[src/rtl/nway_cache_control_if.sv]
// Signal bundle between the CPU/datapath side and the N-way cache controller.
// The master drives requests, array status and pmem_resp; the controller (slave) answers.
interface nway_cache_control_if #(
    parameter int WAYS  = 4,
    parameter int SET_W = 3,
    parameter int CNT_W = 16
);
    logic             mem_read;
    logic             mem_write;
    logic [SET_W-1:0] set_idx;
    logic [WAYS-1:0]  hit_way;
    logic [WAYS-1:0]  valid_way;
    logic [WAYS-1:0]  dirty_way;
    logic             pmem_resp;
    logic             mem_resp;
    logic             pmem_read;
    logic             pmem_write;
    logic             addr_out_sel;
    logic             data_in_sel;
    logic [WAYS-1:0]  way_sel;
    logic             data_load;
    logic             tag_load;
    logic             valid_load;
    logic             dirty_load;
    logic             dirty_in;
    logic [CNT_W-1:0] hit_cnt;
    logic [CNT_W-1:0] miss_cnt;

    modport master (
        output mem_read, mem_write, set_idx, hit_way, valid_way, dirty_way, pmem_resp,
        input  mem_resp, pmem_read, pmem_write, addr_out_sel, data_in_sel, way_sel,
               data_load, tag_load, valid_load, dirty_load, dirty_in, hit_cnt, miss_cnt
    );

    modport slave (
        input  mem_read, mem_write, set_idx, hit_way, valid_way, dirty_way, pmem_resp,
        output mem_resp, pmem_read, pmem_write, addr_out_sel, data_in_sel, way_sel,
               data_load, tag_load, valid_load, dirty_load, dirty_in, hit_cnt, miss_cnt
    );
endinterface

[src/rtl/nway_cache_control.sv]
// Control FSM for an N-way set-associative write-back/write-allocate cache with
// per-set tree pseudo-LRU replacement and saturating hit/miss statistics.
module nway_cache_control #(
    parameter int WAYS  = 4,
    parameter int SET_W = 3,
    parameter int CNT_W = 16
) (
    input  logic                clk,
    input  logic                rst_n,
    nway_cache_control_if.slave bus
);
    localparam int IDX_W = $clog2(WAYS);
    localparam int SETS  = 2 ** SET_W;
    localparam int NODES = WAYS - 1;
    localparam logic [CNT_W-1:0] CNT_MAX = '1;

    typedef enum logic [1:0] {
        IDLE,
        WRITEBACK,
        FILL
    } state_t;

    state_t           r_state;
    state_t           w_nextState;
    logic [NODES-1:0] r_plru [SETS];
    logic [IDX_W-1:0] r_victim;
    logic [CNT_W-1:0] r_hitCnt;
    logic [CNT_W-1:0] r_missCnt;

    logic             w_req;
    logic [IDX_W-1:0] w_hitIdx;
    logic [IDX_W-1:0] w_missVictim;
    logic             w_touch;
    logic [IDX_W-1:0] w_touchWay;
    logic             w_hitEvent;
    logic             w_missEvent;
    logic             w_latchVictim;

    function automatic logic [IDX_W-1:0] lowestSet(input logic [WAYS-1:0] vec);
        logic [IDX_W-1:0] idx;
        idx = '0;
        for (int i = WAYS - 1; i >= 0; i--) begin
            if (vec[i]) idx = IDX_W'(i);
        end
        return idx;
    endfunction

    // Heap-ordered tree: node n (1-based) lives in bit n-1, children are 2n and 2n+1.
    function automatic logic [IDX_W-1:0] plruVictim(input logic [NODES-1:0] tree);
        logic [IDX_W-1:0] way;
        int               node;
        way  = '0;
        node = 1;
        for (int lvl = 0; lvl < IDX_W; lvl++) begin
            way[IDX_W-1-lvl] = tree[node-1];
            node = 2 * node + (tree[node-1] ? 1 : 0);
        end
        return way;
    endfunction

    function automatic logic [NODES-1:0] plruTouch(input logic [NODES-1:0] tree,
                                                   input logic [IDX_W-1:0] way);
        logic [NODES-1:0] t;
        int               node;
        t    = tree;
        node = 1;
        for (int lvl = 0; lvl < IDX_W; lvl++) begin
            t[node-1] = ~way[IDX_W-1-lvl];
            node = 2 * node + (way[IDX_W-1-lvl] ? 1 : 0);
        end
        return t;
    endfunction

    assign w_req        = bus.mem_read | bus.mem_write;
    assign w_hitIdx     = lowestSet(bus.hit_way);
    assign w_missVictim = (&bus.valid_way) ? plruVictim(r_plru[bus.set_idx])
                                           : lowestSet(~bus.valid_way);
    assign bus.hit_cnt  = r_hitCnt;
    assign bus.miss_cnt = r_missCnt;

    // Next state and all datapath strobes; everything is forced low while reset is held.
    always_comb begin
        w_nextState      = r_state;
        w_touch          = 1'b0;
        w_touchWay       = '0;
        w_hitEvent       = 1'b0;
        w_missEvent      = 1'b0;
        w_latchVictim    = 1'b0;
        bus.mem_resp     = 1'b0;
        bus.pmem_read    = 1'b0;
        bus.pmem_write   = 1'b0;
        bus.addr_out_sel = 1'b0;
        bus.data_in_sel  = 1'b0;
        bus.way_sel      = '0;
        bus.data_load    = 1'b0;
        bus.tag_load     = 1'b0;
        bus.valid_load   = 1'b0;
        bus.dirty_load   = 1'b0;
        bus.dirty_in     = 1'b0;
        if (rst_n) begin
            case (r_state)
                IDLE: begin
                    if (w_req && (|bus.hit_way)) begin
                        bus.mem_resp = 1'b1;
                        bus.way_sel  = WAYS'(1) << w_hitIdx;
                        if (bus.mem_write) begin
                            bus.data_load  = 1'b1;
                            bus.dirty_load = 1'b1;
                            bus.dirty_in   = 1'b1;
                        end
                        w_touch    = 1'b1;
                        w_touchWay = w_hitIdx;
                        w_hitEvent = 1'b1;
                    end else if (w_req) begin
                        w_missEvent   = 1'b1;
                        w_latchVictim = 1'b1;
                        w_nextState   = (bus.valid_way[w_missVictim] && bus.dirty_way[w_missVictim])
                                        ? WRITEBACK : FILL;
                    end
                end
                WRITEBACK: begin
                    bus.pmem_write   = 1'b1;
                    bus.addr_out_sel = 1'b1;
                    bus.way_sel      = WAYS'(1) << r_victim;
                    if (bus.pmem_resp) w_nextState = FILL;
                end
                FILL: begin
                    bus.pmem_read   = 1'b1;
                    bus.data_in_sel = 1'b1;
                    bus.way_sel     = WAYS'(1) << r_victim;
                    if (bus.pmem_resp) begin
                        bus.data_load  = 1'b1;
                        bus.tag_load   = 1'b1;
                        bus.valid_load = 1'b1;
                        bus.dirty_load = 1'b1;
                        w_touch        = 1'b1;
                        w_touchWay     = r_victim;
                        w_nextState    = IDLE;
                    end
                end
                default: w_nextState = IDLE;
            endcase
        end
    end

    // State, victim latch, replacement trees and saturating statistics.
    always_ff @(posedge clk or negedge rst_n) begin
        if (!rst_n) begin
            r_state   <= IDLE;
            r_victim  <= '0;
            r_hitCnt  <= '0;
            r_missCnt <= '0;
            for (int s = 0; s < SETS; s++) begin
                r_plru[s] <= '0;
            end
        end else begin
            r_state <= w_nextState;
            if (w_latchVictim) r_victim <= w_missVictim;
            if (w_touch) r_plru[bus.set_idx] <= plruTouch(r_plru[bus.set_idx], w_touchWay);
            if (w_hitEvent && (r_hitCnt != CNT_MAX)) r_hitCnt <= r_hitCnt + 1'b1;
            if (w_missEvent && (r_missCnt != CNT_MAX)) r_missCnt <= r_missCnt + 1'b1;
        end
    end
endmodule

[src/flat_wrapper.sv]
// flat-port wrapper written by rule: the top's interface ports become plain ports
module nway_cache_control_flat 
#(
    parameter int WAYS  = 4,
    parameter int SET_W = 3,
    parameter int CNT_W = 16
)
  (clk, rst_n, bus_mem_read, bus_mem_write, bus_set_idx, bus_hit_way, bus_valid_way, bus_dirty_way, bus_pmem_resp, bus_mem_resp, bus_pmem_read, bus_pmem_write, bus_addr_out_sel, bus_data_in_sel, bus_way_sel, bus_data_load, bus_tag_load, bus_valid_load, bus_dirty_load, bus_dirty_in, bus_hit_cnt, bus_miss_cnt);
  nway_cache_control_if #(.WAYS(WAYS), .SET_W(SET_W), .CNT_W(CNT_W)) bus_i ();
  input  logic clk;
  input  logic rst_n;
  input wire logic [$bits(bus_i.mem_read)-1:0] bus_mem_read;
  input wire logic [$bits(bus_i.mem_write)-1:0] bus_mem_write;
  input wire logic [$bits(bus_i.set_idx)-1:0] bus_set_idx;
  input wire logic [$bits(bus_i.hit_way)-1:0] bus_hit_way;
  input wire logic [$bits(bus_i.valid_way)-1:0] bus_valid_way;
  input wire logic [$bits(bus_i.dirty_way)-1:0] bus_dirty_way;
  input wire logic [$bits(bus_i.pmem_resp)-1:0] bus_pmem_resp;
  output wire logic [$bits(bus_i.mem_resp)-1:0] bus_mem_resp;
  output wire logic [$bits(bus_i.pmem_read)-1:0] bus_pmem_read;
  output wire logic [$bits(bus_i.pmem_write)-1:0] bus_pmem_write;
  output wire logic [$bits(bus_i.addr_out_sel)-1:0] bus_addr_out_sel;
  output wire logic [$bits(bus_i.data_in_sel)-1:0] bus_data_in_sel;
  output wire logic [$bits(bus_i.way_sel)-1:0] bus_way_sel;
  output wire logic [$bits(bus_i.data_load)-1:0] bus_data_load;
  output wire logic [$bits(bus_i.tag_load)-1:0] bus_tag_load;
  output wire logic [$bits(bus_i.valid_load)-1:0] bus_valid_load;
  output wire logic [$bits(bus_i.dirty_load)-1:0] bus_dirty_load;
  output wire logic [$bits(bus_i.dirty_in)-1:0] bus_dirty_in;
  output wire logic [$bits(bus_i.hit_cnt)-1:0] bus_hit_cnt;
  output wire logic [$bits(bus_i.miss_cnt)-1:0] bus_miss_cnt;
  assign bus_i.mem_read = bus_mem_read;
  assign bus_i.mem_write = bus_mem_write;
  assign bus_i.set_idx = bus_set_idx;
  assign bus_i.hit_way = bus_hit_way;
  assign bus_i.valid_way = bus_valid_way;
  assign bus_i.dirty_way = bus_dirty_way;
  assign bus_i.pmem_resp = bus_pmem_resp;
  assign bus_mem_resp = bus_i.mem_resp;
  assign bus_pmem_read = bus_i.pmem_read;
  assign bus_pmem_write = bus_i.pmem_write;
  assign bus_addr_out_sel = bus_i.addr_out_sel;
  assign bus_data_in_sel = bus_i.data_in_sel;
  assign bus_way_sel = bus_i.way_sel;
  assign bus_data_load = bus_i.data_load;
  assign bus_tag_load = bus_i.tag_load;
  assign bus_valid_load = bus_i.valid_load;
  assign bus_dirty_load = bus_i.dirty_load;
  assign bus_dirty_in = bus_i.dirty_in;
  assign bus_hit_cnt = bus_i.hit_cnt;
  assign bus_miss_cnt = bus_i.miss_cnt;
  nway_cache_control #(.WAYS(WAYS), .SET_W(SET_W), .CNT_W(CNT_W)) u_core (.clk(clk), .rst_n(rst_n), .bus(bus_i));
endmodule
[config.mk]
export PLATFORM = sky130hd
export DESIGN_NAME = nway_cache_control_flat
export DESIGN_NICKNAME = d
export VERILOG_FILES = /design/src/rtl/nway_cache_control_if.sv /design/src/rtl/nway_cache_control.sv /design/src/flat_wrapper.sv
export SDC_FILE = /design/constraint.sdc
export NUM_CORES = 1
export LEC_CHECK = 0
export BUFFER_PORTS_ARGS = -buffer_cell sky130_fd_sc_hd__buf_2
export CAP_MARGIN = 20
export CORE_MARGIN = 1
export CORE_UTILIZATION = 55
export CTS_CLUSTER_SIZE = 28
export DETAILED_ROUTE_END_ITERATION = 8
export GPL_TIMING_DRIVEN = 0
export PLACE_DENSITY = 0.88
export SYNTH_ARGS = -nofsm -noshare
export SYNTH_HDL_FRONTEND = slang
export SYNTH_SLANG_ARGS = --single-unit
[constraint.sdc]
create_clock -name clk -period 2.2 [get_ports clk]
set_input_delay 0.44 -clock clk [delete_from_list [all_inputs] [get_ports clk]]
set_output_delay 0.44 -clock clk [all_outputs]
set_load 0.005 [all_outputs]
==> results of run 1 <==
-- registers in the layout (all words and copies together) (netlist names) --
register / count
u_core.r_plru: 24
u_core.r_victim: 2
u_core.bus.hit_cnt: 16
u_core.bus.miss_cnt: 16
u_core.r_state: 2
-- metal layers --
| layer | track usage | vias to the layer above |
|---|---|---|
| met5 | 0 | - |
| met3 | 0.0503 | 12 |
| met2 | 0.397 | 79 |
| met4 | 0.100 | 0 |
| met1 | 0.307 | 1300 |
| li1 | - | 1260 |
-- what timing repair did --
action / in CTS / in global routing
setup buffers: 2 / 2
hold buffers: 1 / 0
setup endpoints to repair: 68 / 34
pin swaps: 1 / 2
endpoints found under the hold margin: 31 / 0
resized for setup: 9 / 13
-- worst register-to-register path: stages, from the launching register on --
cell	delay (ns)
dfrtp_1	0.42
and4_1	0.25
and4_1	0.29
and3_1	0.27
nor4_4	0.44
nand3_1	0.18
xnor2_1	0.15
-- area by class of cell --
| type | instances | area, sq um | area share |
|---|---|---|---|
| Clock inverter | 3 | 42.5 | 0.0103 |
| Sequential cell | 60 | 1500 | 0.365 |
| Timing Repair Buffer | 67 | 382 | 0.0927 |
| Buffer | 11 | 78.8 | 0.0191 |
| Clock buffer | 13 | 179 | 0.0435 |
| Tap cell | 75 | 93.8 | 0.0228 |
| Multi-Input combinational cell | 223 | 1800 | 0.437 |
| Inverter | 11 | 41.3 | 0.0100 |
-- power groups by stage --
| stage | Combinational (mW) | Clock (mW) | Sequential [mW] |
|---|---|---|---|
| 3_3_place_gp | 0.911 | 0 | 1.56 |
| 5_1_grt | 1.12 | 1.14 | 1.62 |
| 4_1_cts | 0.986 | 1.09 | 1.57 |
| 2_1_floorplan | 0.673 | 0 | 1.54 |
| 6_report | 1.03 | 1.07 | 1.58 |
| 3_5_place_dp | 0.954 | 0 | 1.59 |
-- synthesized netlist by cell type (2+ instances only) --
library cell / instances / area share
o211ai_1: 4 / 0.0090
mux4_1: 4 / 0.031
a311oi_1: 2 / 0.0052
nand2b_1: 3 / 0.0056
nor2b_1: 3 / 0.0056
inv_1: 11 / 0.012
ha_1: 6 / 0.022
buf_2: 2 / 0.0030
buf_6: 2 / 0.0067
nor4_4: 2 / 0.013
o21a_1: 2 / 0.0045
mux2i_2: 2 / 0.0082
nor2_1: 23 / 0.026
a21oi_1: 7 / 0.010
nor3_1: 4 / 0.0060
nand3b_1: 2 / 0.0045
mux2_2: 27 / 0.091
mux2i_1: 5 / 0.015
dfrtp_1: 60 / 0.45
clkbuf_1: 2 / 0.0022
o2111ai_1: 2 / 0.0052
nand2_1: 22 / 0.025
and4_1: 5 / 0.013
xor2_1: 9 / 0.024
xnor2_1: 21 / 0.055
a31oi_1: 3 / 0.0056
or3_1: 2 / 0.0037
a21o_1: 3 / 0.0067
nor3b_1: 2 / 0.0045
nand3_1: 16 / 0.024
buf_4: 5 / 0.011
o21ai_0: 7 / 0.010
and3_1: 5 / 0.0093
and2_1: 5 / 0.0093
nand4_1: 8 / 0.015
-- placed cells by master, fill, tap and decap left out, drive strengths merged, types with 7 or more instances in the layout --
| cell type | instances |
|---|---|
| a21oi | 7 |
| buf | 76 |
| clkbuf | 15 |
| dfrtp | 60 |
| inv | 11 |
| mux2 | 28 |
| mux2i | 7 |
| nand2 | 22 |
| nand3 | 16 |
| nand4 | 8 |
| nor2 | 23 |
| o21ai | 8 |
| xnor2 | 21 |
| xor2 | 9 |
-- cell families (layout without fill, tap and decap cells) --
| family | after synthesis | in the layout | synth area share |
|---|---|---|---|
| adder cells (fa/ha/maj) | 6 | 6 | 0.0224 |
| multiplexers | 39 | 39 | 0.150 |
| AND/OR/NAND/NOR | 107 | 107 | 0.177 |
| flip-flops | 60 | 60 | 0.448 |
| buffers and inverters | 22 | 105 | 0.0355 |
| XOR/XNOR | 30 | 30 | 0.0785 |
| AO/OA/AOI/OAI | 41 | 41 | 0.0886 |
-- worst paths after layout --
path,start,to
max,bus_hit_way[0],bus_dirty_load
min,rst_n,u_core.r_plru[0]
max reg2reg,u_core.bus.miss_cnt[6],u_core.bus.miss_cnt[8]
min reg2reg,u_core.bus.hit_cnt[15],u_core.bus.hit_cnt[15]
max in group asynchronous,rst_n,u_core.bus.miss_cnt[1]
min in group clk,u_core.bus.hit_cnt[15],u_core.bus.hit_cnt[15]
-- metrics by stage --
stage	TNS, ns	util	setup slack, ns	hold WS (ns)	instances
4_1_cts	0	0.689	0.0332	0.0405	461
5_1_grt	-0.0920	0.700	-0.0500	0.0402	463
2_1_floorplan	0	-	0.241	0.144	305
6_report	0	0.700	0.0719	0.0451	463
3_5_place_dp	-38.37	0.640	-0.811	0.481	442
3_3_place_gp	-51.18	0.637	-0.931	0.472	441
==> impl_summary.log, run 1 <==
[metrics] status: finished, final reports clean
[metrics] Power Dens Cells: 895 nW/um^2
[metrics] clock latency on the worst-skew pair: 0.34 ns
[metrics] asr flop ratio synth: 1.00
[metrics] cell internal power dissipation: 2.59 mW
[metrics] required time at the worst-slack endpoint: 1.76 ns
[metrics] Via density: 5.73
[metrics] final standard cell area without fillers: 4120 sq um
[metrics] register area share after synthesis: 0.448
[metrics] number of DRC violations after detailed routing: 0
[metrics] number of antenna violations at the first check in global routing: 0
[metrics] Bufs on Longest Clock Path: 2
[metrics] vias in the first global route: 2513
[metrics] worst hold-check path type: in2async
[metrics] worst IR drop on VDD: 0.530 mV
[metrics] Hold Vio Cnt, Final: 0
[metrics] combinational group share of total power: 0.279
[metrics] Initial Util: 0.569
[metrics] most used flip-flop cell after synthesis: dfrtp_1
[metrics] number of antenna repair diodes: 0
[metrics] total net switching power: 1.10 mW
[metrics] Synth cell types: 52
[metrics] cell with the largest stage delay on the worst path: or4_4
[metrics] max-slew violations: 0
[metrics] estimated wirelength of the detail-placed design: 5040 um
[metrics] CP delay by family, top: simple AND/OR/NAND/NOR gates
[metrics] maximum number of pins on one net before global-route repair: 32
[metrics] count of state elements after synthesis: 60
[metrics] Most common cell on crit path: buf_2
[metrics] combined area of all synthesized cells: 3350 sq um
[metrics] Max-Cap Viols: 0
[metrics] number of flops mapped to enable cells by yosys: 0
[metrics] Chip Width: 80.0 um
[metrics] highest routing layer actually used: met4
[metrics] wire length on met2: 3740 um
[metrics] 1st-iter DRT viols: 156
[metrics] Crit Path Category: in2out
[metrics] switching share of total power: 0.298
[metrics] kind of end point of the critical path: primary output
[metrics] leakage component of the power: 1.94 nW
[metrics] core area: 5890 sq um
[metrics] Warnings, synthesis: 0
[metrics] cts bufs inserted: 9
[metrics] share of power burned in the clock network: 0.291
[metrics] arrival time reported for the critical path endpoint: 1.69 ns
[metrics] net count of the mapped netlist: 331
[metrics] Mapped Cells: 305
[metrics] Fillers: 432
[metrics] upper clock frequency limit: 0.470 GHz
[metrics] Slew headroom: 0.606
[metrics] worst path buffer plus inverter count: 3
[metrics] final clock period utilization by the worst path: 0.967
[metrics] global-route wire length before repair: 11700 um
[metrics] port bufs: 61
[metrics] clock tree from TritonCTS: built
[metrics] routed length per placed instance: 15.9 um
[metrics] final setup fails: 0
[metrics] clock slew seen by the registers of the worst setup and hold paths: 0.07 ns
[metrics] number of cells on the critical path: 6
[metrics] part of the total power dissipated in sequential elements: 0.429
[metrics] fraction of layout cells with a size suffix above 1: 0.374
[metrics] count of nets after finishing: 409
[metrics] first-pass iteration count of the detailed router: 4
[metrics] total wire length after detailed routing: 7380 um
[metrics] CTS sink count: 60
[metrics] GRT overflow: 0
[metrics] final critical-path required period: 2.13 ns
[metrics] buffer type at the clock tree root: clkbuf_8
[metrics] Rows: 28
[metrics] vias after detailed routing: 2651
[metrics] number of ports placed on the die boundary: 66
[metrics] Post-Synthesis Mean Instance Area: 11.0 sq um
[metrics] antenna violation net count after detailed routing: 0
[metrics] cell-by-cell trace of the critical path: buf_2 -> or4_4 -> a31oi_1 -> nor2_1 -> buf_4 -> buf_2
[metrics] area delta synth->final: 23.0%
[metrics] Met1 Wirelength: 3260 um
[metrics] delay of the slowest cell on the worst path: 0.57 ns
[metrics] CTS H-tree depth: 3
[metrics] WL met3: 287 um
[metrics] post-placement cell area: 3770 sq um
[metrics] Max Clock Skew: 0.0107 ns
[metrics] worst-case register-to-register setup slack: 0.09 ns
[metrics] overall die area: 6400 sq um
[metrics] largest fanout on the critical path: 6
[metrics] weighted congestion reported at the end of routability-driven placement: 0.820
[metrics] total routing resource utilization after global routing: 0.241
[metrics] total power after layout: 3.68 mW
[metrics] critical path launch point type: input port
[metrics] length in cells of the worst reg-to-reg path: 6
[metrics] Worst Tran Pin Value: 0.587 ns
[metrics] DIE HEIGHT: 80.0 um
(Power assumes the default switching activity.)
==> inputs of run 2 (changes only) <==
- ABC_CLOCK_PERIOD_IN_PS: default -> 2600
- CORE_UTILIZATION: 55 -> 60
- PLACE_DENSITY: 0.88 -> 0.94
- SLEW_MARGIN: default -> 30
- clock period: 2.2 -> 2.6 ns (I/O delays scaled with it)
==> impl_summary.log, run 2 (synthesis gave the netlist of run 1 again) <==
[metrics] status: finished, final reports clean
[metrics] final setup fails: 0 (unchanged)
[metrics] routed length per placed instance: 16.3 um (+2.3%)
[metrics] total wire length after detailed routing: 7390 um (+0.12%)
[metrics] number of antenna violations at the first check in global routing: 0 (unchanged)
[metrics] largest fanout on the critical path: 6 (unchanged)
[metrics] number of ports placed on the die boundary: 66 (unchanged)
[metrics] max-slew violations: 0 (unchanged)
[metrics] setup slack after placement: -0.221 ns (+0.589 ns)
[metrics] Reg with most FFs: u_core.r_plru
[metrics] count of nets after finishing: 404 (-1.2%)
[metrics] Final Worst Setup Slack: 0.123 ns (+0.0513 ns)
[metrics] upper clock frequency limit: 0.404 GHz
[metrics] leading cell types in the layout, fill and taps excluded: buf_2, dfrtp_1, mux2_2, nor2_1, nand2_1
[metrics] setup repair after global routing missed its margin: false
[metrics] weighted congestion reported at the end of routability-driven placement: 0.914 (+11%)
[metrics] Max-Cap Viols: 0 (unchanged)
[metrics] setup TNS: 0 ns (unchanged)
[metrics] 1st-iter DRT viols: 251 (+61%)
[metrics] estimated wirelength of the detail-placed design: 4970 um (-1.4%)
[metrics] required time at the worst-slack endpoint: 2.08 ns (+0.32 ns)
[metrics] number of antenna repair diodes: 0 (unchanged)
[metrics] overall die area: 5880 sq um (-8.1%)
[metrics] Chip Width: 76.7 um (-4.2%)
[metrics] clock latency on the worst-skew pair: 0.35 ns (about the same)
[metrics] Via density: 5.83 (+1.8%)
[metrics] area delta synth->final: 20.3%
[metrics] Max Clock Skew: 0.0121 ns (+0.00142 ns)
[metrics] total routing resource utilization after global routing: 0.272 (+0.0312)
[metrics] port bufs: 61 (unchanged)
[metrics] CTS H-tree depth: 3 (unchanged)
[metrics] vias in the first global route: 2609 (+3.8%)
[metrics] global-route wire length before repair: 12300 um (+4.9%)
[metrics] clock tree from TritonCTS: built
[metrics] first-pass iteration count of the detailed router: 4 (unchanged)
[metrics] number of DRC violations after detailed routing: 0 (unchanged)
[metrics] antenna violation net count after detailed routing: 0 (unchanged)
[metrics] max reg flops: 24 (unchanged)
[metrics] critical path launch point type: flop
[metrics] final critical-path required period: 2.48 ns
[metrics] Crit Path Category: reg2out
[metrics] clock slew seen by the registers of the worst setup and hold paths: 0.07 ns (about the same)
[metrics] leakage component of the power: 1.91 nW (-1.5%)
[metrics] CTS sink count: 60 (unchanged)
[metrics] maximum number of pins on one net before global-route repair: 63 (+97%)
[metrics] final clock period utilization by the worst path: 0.953
[metrics] vias after detailed routing: 2641 (-0.38%)
[metrics] worst IR drop on VDD: 0.584 mV (+10%)
[metrics] Initial Util: 0.639 (+0.0704)
[metrics] total power after layout: 3.21 mW (-13%)
[metrics] Hold Vio Cnt, Final: 0 (unchanged)
[metrics] arrival time reported for the critical path endpoint: 1.96 ns (+0.27 ns)
[metrics] Slew headroom: 0.597 (-0.00930)
[metrics] kind of end point of the critical path: primary output
[metrics] Bufs on Longest Clock Path: 2 (unchanged)
[metrics] buffer type at the clock tree root: clkbuf_8
[metrics] number of hold buffers added after cts: 0 (-1)
[metrics] core area: 5240 sq um (-11%)
[metrics] fraction of layout cells with a size suffix above 1: 0.329 (-0.0447)
[metrics] GRT overflow: 0 (unchanged)
[metrics] Worst Tran Pin Value: 0.601 ns (+0.0139 ns)
[metrics] worst hold-check path type: in2async
[metrics] most common cell after layout, fill and taps aside: buf_2
[metrics] Power Dens Cells: 798 nW/um^2 (-11%)
[metrics] Rows: 26 (-7.1%)
[metrics] DIE HEIGHT: 76.7 um (-4.2%)
[metrics] length in cells of the worst reg-to-reg path: 9 (+3)
[metrics] cts bufs inserted: 9 (unchanged)
==> run 2: cell count changes in the layout (fill, tap and decap cells not counted), sizes merged <==
cell	before	now
bufinv	1	3
buf	76	70
clkinvlp	1	0
==> run 2: where the power goes <==
part / switching [mW] / internal [mW] / total [mW]
clock: 0.372 / 0.688 / 1.06
combinational: 0.376 / 0.443 / 0.819
sequential: 0.173 / 1.16 / 1.33
==> run 2: timing repair <==
action / 4_1_cts / 5_1_grt
pin swaps: 0 / 1
buffers inserted: 0 / 1
gates cloned: 0 / 0
hold endpoints to repair: 0 / 0
resized for setup: 2 / 4
endpoints found under the setup margin: 2 / 13
==> run 2: per-stage QoR <==
step	area (sq um)	instances	utilization	hold slack (ns)
global route	4030	453	0.769	0.178
global placement	3740	436	0.714	0.467
floorplan	3350	305	-	0.224
CTS	4000	452	0.764	0.163
detailed placement	3740	436	0.715	0.473
finish	4030	453	0.769	0.142
==> run 2: cell type report <==
type / count / area (sq um)
buffer: 11 / 77.6
clock buffer: 12 / 155
clock inverter: 4 / 95.1
fill: 324 / 1210
inverter: 11 / 41.3
multi-input combinational: 223 / 1750
sequential: 60 / 1500
tap: 70 / 87.6
timing repair buffer: 62 / 322
==> run 2: metal layers <==
layer	track usage	wire, um
met1	0.332	3090
met2	0.454	3710
met3	0.0655	415
met4	0.123	172
met5	0	0
==> run 2: worst paths after layout <==
path                                       start                       to  slack (ns)
hold / removal                             rst_n  u_core.bus.miss_cnt[11]        0.14
setup / recovery               u_core.r_state[0]           bus_way_sel[1]        0.12
min in group clk           u_core.bus.hit_cnt[4]    u_core.bus.hit_cnt[4]        0.49
hold reg to reg            u_core.bus.hit_cnt[4]    u_core.bus.hit_cnt[4]        0.49
setup reg to reg               u_core.r_state[0]        u_core.r_plru[17]        0.27
max in group asynchronous                  rst_n         u_core.r_plru[0]        2.11
==> run 2: critical path: stages, from the launching register on <==
cell	delay, ns
dfrtp_1	0.42
inv_1	0.10
ha_2	0.22
o21ai_1	0.15
nor3_2	0.32
nand2b_1	0.10
a21oi_1	0.17
buf_2	0.15
==> inputs of run 3 (changes only) <==
- CELL_PAD_IN_SITES_DETAIL_PLACEMENT: default -> 0
- CELL_PAD_IN_SITES_GLOBAL_PLACEMENT: default -> 1
- CORE_UTILIZATION: 60 -> 47
==> impl_summary.log, run 3 (synthesis gave the netlist of run 1 again) <==
[metrics] status: finished, final reports clean
[metrics] clock slew seen by the registers of the worst setup and hold paths: 0.07 ns (about the same)
[metrics] arrival time reported for the critical path endpoint: 1.82 ns (-0.14 ns)
[metrics] sequential cell area: 1500 sq um (unchanged)
[metrics] Max Clock Skew: 0.00879 ns (-0.00335 ns)
[metrics] weighted congestion reported at the end of routability-driven placement: 0.846 (-7.4%)
[metrics] GRT overflow: 0 (unchanged)
[metrics] Worst Tran Pin Value: 0.583 ns (-0.0181 ns)
[metrics] setup TNS: 0 ns (unchanged)
[metrics] vias in the first global route: 2373 (-9.0%)
[metrics] Min Hold Slack: 0.142 ns (-0.0000650 ns)
[metrics] DIE HEIGHT: 86.4 um (+13%)
[metrics] leading cell types in the layout, fill and taps excluded: buf_2, dfrtp_1, mux2_2, nor2_1, nand2_1
[metrics] Max-Cap Viols: 0 (unchanged)
[metrics] final cell count without fillers: 476 (+5.1%)
[metrics] area delta synth->final: 17.7%
[metrics] largest fanout on the critical path: 6 (unchanged)
[metrics] 1st-iter DRT viols: 186 (-26%)
[metrics] number of antenna repair diodes: 0 (unchanged)
[metrics] number of DRC violations after detailed routing: 0 (unchanged)
[metrics] final critical-path required period: 2.34 ns (-0.136 ns)
[metrics] Bufs on Longest Clock Path: 2 (unchanged)
[metrics] total routing resource utilization after global routing: 0.201 (-0.0705)
[metrics] global-route wire length before repair: 11400 um (-7.3%)
[metrics] worst IR drop on VDD: 0.429 mV (-27%)
[metrics] kind of end point of the critical path: primary output
[metrics] maximum number of pins on one net before global-route repair: 63 (unchanged)
[metrics] setup repair after global routing missed its margin: false
[metrics] first-pass iteration count of the detailed router: 5 (+1)
[metrics] leakage component of the power: 1.86 nW (-2.5%)
[metrics] worst reg2reg path startpoint: u_core.r_state[1]
[metrics] Post-Place Cells: 462 (+6.0%)
[metrics] Chip Width: 86.4 um (+13%)
[metrics] Crit Path Category: reg2out
[metrics] fraction of layout cells with a size suffix above 1: 0.321 (-0.00793)
[metrics] clock tree from TritonCTS: built
[metrics] final setup fails: 0 (unchanged)
[metrics] Hold Vio Cnt, Final: 0 (unchanged)
[metrics] Rows: 30 (+15%)
[metrics] max-slew violations: 0 (unchanged)
[metrics] core area: 6830 sq um (+30%)
[metrics] overall die area: 7460 sq um (+27%)
[metrics] number of cells on the critical path: 7 (unchanged)
[metrics] worst hold-check path type: in2async
[metrics] port bufs: 61 (unchanged)
[metrics] worst-case register-to-register setup slack: 0.30 ns (+0.03 ns)
[metrics] max reg flops: 24 (unchanged)
[metrics] number of antenna violations at the first check in global routing: 0 (unchanged)
[metrics] Post-CTS Repair Setup Buffers: 0 (unchanged)
[metrics] footprint of the multi-input gates: 1730 sq um (-0.79%)
[metrics] total power after layout: 2.83 mW (-12%)
[metrics] Fillers: 630 (+94%)
[metrics] CP delay by family, top: flip-flops
[metrics] Via density: 5.38 (-7.8%)
[metrics] most common cell after layout, fill and taps aside: buf_2
[metrics] Reg with most FFs: u_core.r_plru
[metrics] Final Worst Setup Slack: 0.259 ns (+0.136 ns)
[metrics] Slew headroom: 0.609 (+0.0122)
[metrics] buffer type at the clock tree root: clkbuf_8
[metrics] delay of the slowest cell on the worst path: 0.41 ns (about the same)
[metrics] vias after detailed routing: 2560 (-3.1%)
[metrics] length in cells of the worst reg-to-reg path: 9 (unchanged)
[metrics] Initial Util: 0.490 (-0.149)
[metrics] clock latency on the worst-skew pair: 0.34 ns (about the same)
[metrics] CTS sink count: 60 (unchanged)
[metrics] cell-by-cell trace of the critical path: inv_1 -> ha_1 -> o21ai_0 -> nor3_2 -> nand2b_1 -> a21oi_1 -> buf_2
[metrics] cts bufs inserted: 9 (unchanged)
[metrics] total wire length after detailed routing: 6890 um (-6.7%)
[metrics] Power Dens Cells: 717 nW/um^2 (-10%)
[metrics] setup slack after placement: -0.263 ns (-0.0419 ns)
[metrics] estimated wirelength of the detail-placed design: 4970 um (+0.13%)
[metrics] critical path launch point type: flop
[metrics] count of nets after finishing: 403 (-0.25%)
[metrics] cell with the largest stage delay on the worst path: dfrtp_1
[metrics] routed length per placed instance: 14.5 um (-11%)
[metrics] required time at the worst-slack endpoint: 2.08 ns (about the same)
[metrics] worst path buffer plus inverter count: 2 (unchanged)
[metrics] upper clock frequency limit: 0.427 GHz (+5.8%)
[metrics] CTS H-tree depth: 3 (unchanged)
[metrics] worst r2r dst: u_core.r_plru[17]
[metrics] final clock period utilization by the worst path: 0.900 (-0.0523)
[metrics] number of ports placed on the die boundary: 66 (unchanged)
[metrics] antenna violation net count after detailed routing: 0 (unchanged)
-- run 3: cell types whose count changed in the layout (fill, tap and decap cells not counted), sizes merged --
cell    previous run  this run
bufinv             3         0
clkbuf            15        13
clkinv             1         3
-- run 3: worst register-to-register path, cell delays in order (launching register included) --
cell,delay (ns)
dfrtp_1,0.41
inv_1,0.10
ha_1,0.24
o21ai_0,0.20
nor2_1,0.17
a22oi_1,0.11
or2_1,0.21
buf_4,0.17
mux2i_2,0.39
mux2_2,0.25
-- run 3: repair_timing --
item / in CTS / in global routing
hold buffers: 0 / 0
setup endpoints to repair: 0 / 21
resized for setup: 0 / 2
-- run 3: layer usage --
metal	GRT usage	up-vias	part of all wire
met5	0	-	0
met4	0.0773	0	0.011
met3	0.0571	4	0.046
met2	0.310	49	0.48
met1	0.271	1262	0.46
li1	-	1245	-
-- run 3: per-stage QoR --
stage / util / instance area (sq um)
after floorplan: - / 3350
after global placement: 0.552 / 3770
after detailed placement: 0.553 / 3780
after CTS: 0.576 / 3930
after global routing: 0.577 / 3940
final: 0.577 / 3940
-- run 3: where the power goes --
| part | leakage, nW | internal [mW] | switching, mW |
|---|---|---|---|
| clock network | 0.0848 | 0.356 | 0.342 |
| registers | 0.738 | 1.16 | 0.165 |
| logic | 1.04 | 0.439 | 0.366 |
-- run 3: worst max-delay path by stage --
stage          slack, ns         startpoint                     end
4_1_cts             0.06              rst_n          bus_way_sel[1]
5_1_grt             0.02  u_core.r_state[1]          bus_way_sel[1]
2_1_floorplan       0.57     bus_set_idx[1]      u_core.r_victim[0]
3_5_place_dp       -0.26              rst_n  u_core.bus.miss_cnt[9]
6_report            0.26  u_core.r_state[1]          bus_way_sel[1]
3_3_place_gp       -0.66              rst_n  u_core.bus.miss_cnt[9]
-- run 3: final cells by class --
type                       count  area share
buffer                        11      0.0197
inverter                      11      0.0105
clock buffer                  11      0.0359
sequential                    60       0.381
clock inverter                 3     0.00381
tap                           96      0.0305
timing repair buffer          61      0.0790
multi-input combinational    223       0.440
